## config.mk

```make
export PLATFORM = sky130hd
export DESIGN_NAME = unified_mem_arbiter
export DESIGN_NICKNAME = d
export VERILOG_FILES = /design/src/rtl/unified_mem_arbiter.sv
export SDC_FILE = /design/constraint.sdc
export NUM_CORES = 1
export LEC_CHECK = 0
export CAP_MARGIN = 5
export CORE_MARGIN = 2
export CORE_UTILIZATION = 41
export DETAILED_ROUTE_END_ITERATION = 16
export PLACE_DENSITY = 0.81
export SLEW_MARGIN = 5
export SYNTH_ARGS = -nofsm -noshare
export SYNTH_HDL_FRONTEND = slang
export SYNTH_SLANG_ARGS = --single-unit
```

## constraint.sdc

```tcl
create_clock -name clk -period 2.5 [get_ports clk]
set_clock_uncertainty 0.2 [all_clocks]
set_input_delay 0.75 -clock clk [delete_from_list [all_inputs] [get_ports clk]]
set_output_delay 0.75 -clock clk [all_outputs]
set_load 0.03 [all_outputs]
```

## src/rtl/unified_mem_arbiter.sv

```systemverilog
// Arbitrates one single-port req/ack memory between instruction fetch and the
// MEM stage, returning data with a one-cycle done pulse per requester.
module unified_mem_arbiter #(
    parameter int unsigned ADDR_W = 32,
    parameter int unsigned DATA_W = 32
) (
    input  logic              clk,
    input  logic              rst,
    input  logic              if_req,
    input  logic [ADDR_W-1:0] if_addr,
    output logic [DATA_W-1:0] if_rdata,
    output logic              if_valid,
    input  logic              mem_rd_req,
    input  logic              mem_wr_req,
    input  logic [ADDR_W-1:0] mem_addr,
    input  logic [DATA_W-1:0] mem_wdata,
    output logic [DATA_W-1:0] mem_rdata,
    output logic              mem_done,
    output logic              ram_req,
    output logic              ram_we,
    output logic [ADDR_W-1:0] ram_addr,
    output logic [DATA_W-1:0] ram_wdata,
    input  logic [DATA_W-1:0] ram_rdata,
    input  logic              ram_ack,
    output logic              stall_if,
    output logic              stall_mem
);

    typedef enum logic [1:0] {
        IDLE,
        SERVE_MEM,
        SERVE_IF
    } state_t;

    state_t            state, state_d;
    logic              last_mem, last_mem_d;
    logic              ram_req_d, ram_we_d, if_valid_d, mem_done_d;
    logic [ADDR_W-1:0] ram_addr_d;
    logic [DATA_W-1:0] ram_wdata_d, if_rdata_d, mem_rdata_d;
    logic              mem_elig, if_elig;

    // A requester whose done pulse is high is completing and must not be regranted.
    assign mem_elig  = (mem_rd_req | mem_wr_req) & ~mem_done;
    assign if_elig   = if_req & ~if_valid;
    assign stall_mem = mem_elig;
    assign stall_if  = if_elig;

    always_comb begin
        state_d     = state;
        last_mem_d  = last_mem;
        ram_req_d   = ram_req;
        ram_we_d    = ram_we;
        ram_addr_d  = ram_addr;
        ram_wdata_d = ram_wdata;
        if_rdata_d  = if_rdata;
        mem_rdata_d = mem_rdata;
        if_valid_d  = 1'b0;
        mem_done_d  = 1'b0;

        case (state)
            IDLE: begin
                // On contention the side not granted last wins.
                if (mem_elig && (!if_elig || !last_mem)) begin
                    state_d     = SERVE_MEM;
                    last_mem_d  = 1'b1;
                    ram_req_d   = 1'b1;
                    ram_we_d    = mem_wr_req;
                    ram_addr_d  = mem_addr;
                    ram_wdata_d = mem_wdata;
                end else if (if_elig) begin
                    state_d     = SERVE_IF;
                    last_mem_d  = 1'b0;
                    ram_req_d   = 1'b1;
                    ram_we_d    = 1'b0;
                    ram_addr_d  = if_addr;
                    ram_wdata_d = '0;
                end
            end
            SERVE_MEM: begin
                if (ram_ack) begin
                    state_d    = IDLE;
                    ram_req_d  = 1'b0;
                    ram_we_d   = 1'b0;
                    mem_done_d = 1'b1;
                    if (!ram_we) begin
                        mem_rdata_d = ram_rdata;
                    end
                end
            end
            SERVE_IF: begin
                if (ram_ack) begin
                    state_d    = IDLE;
                    ram_req_d  = 1'b0;
                    ram_we_d   = 1'b0;
                    if_valid_d = 1'b1;
                    if_rdata_d = ram_rdata;
                end
            end
            default: state_d = IDLE;
        endcase
    end

    always_ff @(posedge clk) begin
        if (!rst) begin
            state     <= IDLE;
            last_mem  <= 1'b0;
            ram_req   <= 1'b0;
            ram_we    <= 1'b0;
            ram_addr  <= '0;
            ram_wdata <= '0;
            if_rdata  <= '0;
            mem_rdata <= '0;
            if_valid  <= 1'b0;
            mem_done  <= 1'b0;
        end else begin
            state     <= state_d;
            last_mem  <= last_mem_d;
            ram_req   <= ram_req_d;
            ram_we    <= ram_we_d;
            ram_addr  <= ram_addr_d;
            ram_wdata <= ram_wdata_d;
            if_rdata  <= if_rdata_d;
            mem_rdata <= mem_rdata_d;
            if_valid  <= if_valid_d;
            mem_done  <= mem_done_d;
        end
    end

endmodule

```

Word level (Yosys, flattened, before mapping). Index checks and enable logic that the tools add are counted.

Register bits after elaboration: 135. Input bits: 134.

Equal/unequal tests: 4. Mux-type cells: 17. Bitwise operators: 6. Reductions and logical operators: 15.

Operators with widths (number): 32-bit 2-to-1 mux (4); 2-bit AND reduction (5); 1-bit 2-to-1 mux (7); 2-bit 2-to-1 mux (3); 3-bit AND reduction (2); 1-bit case mux with 2 select lines (2); 2-bit case mux with 2 select lines (1); 2-bit nonzero test (2); 3-bit != test, second input constant (1); 1-bit inverter (3); 1-bit bitwise AND (2); 2-bit by 1-bit == test with 1-bit output, second input constant (1); 2-bit == test, second input constant (1); 1-bit logical NOT (2); 2-bit logical NOT (1); 2-bit by 1-bit != test with 1-bit output, second input constant (1); 2-bit OR reduction (1); 1-bit logical AND (1); 1-bit logical OR (1); 1-bit OR (1).

Longest topological paths before layout.
Word-level depth: 7. Mapped depth: 7. Mapped depth without buffers: 5.

Worst setup path before layout. OpenSTA, ideal clock, no wires.

Path kind: input to output. Start: input mem_wr_req. End: output stall_mem. Arrival: 1.198 ns. Slack: 0.352 ns. Cell stages on the path: 3. Buffers on the path: 1. Cells stage by stage: o21bai_4 -> inv_2 -> buf_2.

Word-level cells in the longest chain between the ends: 2.

Ends and longest elaborated chain: start: declaration (line 14) `input logic mem_wr_req,`; 1-bit OR (line 43) `assign mem_elig = (mem_rd_req | mem_wr_req) & ~mem_done;`; 1-bit bitwise AND (line 43); end: declaration (line 26) `output logic stall_mem`.

Every way passes these cells.

Final worst setup path.
Start: register mem_done. End: output mem_done.

RTL lines: start: declaration (line 18) `output logic mem_done,`; start signal: assignment (line 125) `mem_done <= mem_done_d;`.

No word-level cell between the ends.

==> results.tsv <==
stage	metric	value	unit
run_status	status	completed	
timing	Final Hold Viols	0	
timing	Slew Viols, Final	0	
timing	final hold slack	250.7	ps
route	DR pass1 iterations	5	
clock_network	CTS tree	done	
power	Max IR drop VDD	0.4935	mV
logic_synthesis	ranking of synthesized cells by area	dfxtp_1, nand2_1, a21oi_1, a311oi_1, a211oi_1	
die	die height	119.3	um
critical_path	Critical R2R Capture	ram_addr[12]	
global_route	GRT overflow	0	
min_path	worst hold path class	flop to flop	
placed_design	DP Area	8359	um^2
global_route	GR met2 Demand/Resource	39.19	%
die	Cell Rows	42	
logic_synthesis	Cell Area, Synth	5451	um^2
run	Max-cap violations	0	
power	combinational power share	35.1	%
logic_synthesis	synthesized area per cell	8.173	um^2
route	initial detailed-routing violation count	364	
route	via/cell ratio	5.316	
global_route	vias in the first global route	5491	
critical_path	R2R depth	6	
logic_synthesis	Synth Register Bits	135	
logic_synthesis	Simple-Gate Fraction of Synth Area	18.77	%
critical_path	Setup CP Type	flop to output pin	
clock_network	register clock-pin slew on the reported worst setup and hold paths	50	ps
timing	unrepaired setup endpoints after global routing	no	
critical_path	critical path's top delay family	buffers and inverters	
cells_and_area	share of cells above drive strength 1	6.919	%
critical_path	worst-path fanout max	3	
critical_path	worst path cell trace	clkdlybuf4s50_1	
logic_synthesis	ys flop type	dfxtp_1	
min_path	worst hold path depth	2	
die	io pins	268	
logic_synthesis	most frequent cells after synthesis	nand2_1, dfxtp_1, a21oi_1	
placed_design	Post-DP HPWL	11340	um
logic_synthesis	XOR/XNOR Fraction of Synth Area	0	%
logic_synthesis	Synth area leader	dfxtp_1	
clock_network	CTS Buffer Depth	2	
clock_network	CTS H-Tree Depth	4	
logic_synthesis	count leader, synth	nand2_1	
die	Die Area	14230	um^2
power	Cell Int Power	5127	uW
cells_and_area	Core Util, Final	68.05	%
critical_path	Critical Path Max Stage Delay	690	ps
global_route	total track usage	23.82	%
critical_path	Setup crit end kind	output pin	
clock_network	CTS Buf Count	17	
logic_synthesis	share of the synthesized area in the top cell type	49.58	%
power	switching share of power	34.01	%
clock_network	Sink Count	135	
logic_synthesis	largest family of logic cells by synthesized area	compound AO/OA/AOI/OAI gates	
global_route	grt peak-use layer	met2	
global_route	pin count of the biggest net entering global routing	65	
timing	Fmax achieved	0.4120	GHz
timing	setup violators final	0	
logic_synthesis	sequential share of the synthesized area	49.58	%
timing	worst relative slew slack	73.73	%
die	starting density of the core	41.50	%
route	Remaining DRCs	0	
critical_path	CP Data Required Time	1550	ps
cells_and_area	fin area	8940	um^2
critical_path	Max stage delay cell, worst path	clkdlybuf4s50_1	
timing	period utilization	97.08	%
placed_design	PortBufs	267	
cells_and_area	Fillers	1104	
global_route	met1 GRT Util	29.09	%
timing	setup TNS	0	ps
power	LEAKAGE	0.003220	uW
logic_synthesis	Cells after Synth	667	
logic_synthesis	Netlist cell types	33	
power	sequential power share	33.9	%
critical_path	worst r2r src	state[0]	
cells_and_area	Final #Nets	1050	
min_path	Worst Hold Endpoint	if_rdata[22]	
critical_path	crit path DAT	1480	ps
die	core area	13140	um^2
global_route	initial antenna violation count	1	
route	Routed WL	17200	um
power	Psw	2643	uW
critical_path	crit start category	flop	
cells_and_area	Multi-input gate area	2395	um^2
critical_path	reg-to-reg setup timing slack	480	ps
logic_synthesis	Post-synth EDFFs	0	
logic_synthesis	Mapped Nets	805	
die	Die Wd	119.3	um
route	Routed Antenna Nets	0	
clock_network	Post CTS Setup Buffer Count	0	
power	Clk pwr share	31.0	%
power	Power Dens Cells	869.1	nW/um^2
logic_synthesis	compound-gate portion of the synthesized area	23.85	%
global_route	first-pass GRT wire length	27190	um
route	DR vias	5858	
clock_network	CTS Hold Buffers Added	0	
cells_and_area	area delta synth->final	63.99	%
logic_synthesis	ys async rst share	0	%
logic_synthesis	mux share of post-synthesis cell area	0.1836	%
clock_network	clock root buffer	clkbuf_16	
power	Tot Pwr	7770	uW
global_route	met3 track demand over resource	6.992	%
clock_network	clk_lat worst skew	400	ps
route	Routed wire per std cell	15.60	um
cells_and_area	Reg area	2703	um^2
timing	Slew @ Worst Pin	394.1	ps
placed_design	Routability Congestion	0.8136	
min_path	worst hold start	if_rdata[22]	
logic_synthesis	Synth warnings	0	
logic_synthesis	Post-Synth Adder-Cell Area	0.9181	%
critical_path	Crit path buffers/inverters	1	
timing	min Tclk post-route	2427	ps
per-layer routing:
layer	routed length, um	vias up
li1	-	2841
met1	7035	2747
met2	8478	239
met3	1271	31
met4	410	0
met5	0	-
through the flow:
stage	setup slack (ps)	cells
detailed placement	-100.2	1069
global route	39.89	1102
floorplan	352.1	667
global placement	-99.94	1069
finish	73.06	1102
CTS	1.265	1101
kinds of logic after synthesis:
logic type | after synthesis
buffers and inverters | 75
AOI/OAI and AO/OA | 204
and+or+nand+nor | 248
muxes | 1
DFF | 135
adders and majority gates | 4
placed cells by master, fill, tap and decap left out, types with 3 or more instances in the layout:
cell             count
and3b_1              3
o22ai_1             33
o21ai_0             33
dfxtp_1            135
clkbuf_16           17
a211oi_1            33
a311oi_1            34
dlygate4sd2_1        3
buf_12              12
clkinv_2             5
inv_1                5
buf_4               16
a21oi_1             65
and3_1               3
ha_1                 4
nand3_1             34
nand2_1            198
clkdlybuf4s50_1    259
worst register-to-register path: cells and delay by family (launching register included):
family	cells	cell delay, ps
AOI/OAI and AO/OA	2	430
and+or+nand+nor	1	210
buffers and inverters	2	440
DFF	1	340
adders and majority gates	1	310
worst max-delay path by stage:
stage                 start            to  depth (start not counted)
3_5_place_dp     mem_wr_req     stall_mem                          4
2_1_floorplan    mem_wr_req     stall_mem                          3
6_report           mem_done      mem_done                          1
4_1_cts              if_req      stall_if                          4
5_1_grt        ram_addr[28]  ram_addr[28]                          1
3_3_place_gp     mem_wr_req     stall_mem                          4
state kept, by name, indices dropped and copies added, names as in the netlist:
signal / count
if_rdata: 32
mem_rdata: 32
ram_addr: 32
ram_wdata: 32
state: 2
if_valid: 1
last_mem: 1
mem_done: 1
ram_req: 1
ram_we: 1
power by group through the flow:
stage / clock [uW] / sequential (uW) / combinational (uW)
after global routing: 2570 / 2670 / 2890
after floorplan: 0 / 3260 / 985
after CTS: 2460 / 2630 / 2740
after global placement: 0 / 2660 / 2700
final: 2410 / 2630 / 2730
after detailed placement: 0 / 2670 / 2720
layout make-up:
type / instances / area share (%)
flip-flops and latches: 135 / 30.23
repair buffers: 294 / 33.79
well taps: 176 / 2.463
clock buffers: 20 / 4.996
diodes: 1 / 0.02799
multi-input cells: 457 / 26.79
inverters: 7 / 0.2939
clock inverters: 12 / 1.414
timing repair:
| action | in CTS | in global routing |
|---|---|---|
| resized for setup | 3 | 3 |
| pin swaps | 1 | 0 |
| setup endpoints to repair | 2 | 2 |
No activity file was read; power rests on OpenSTA's default activity.
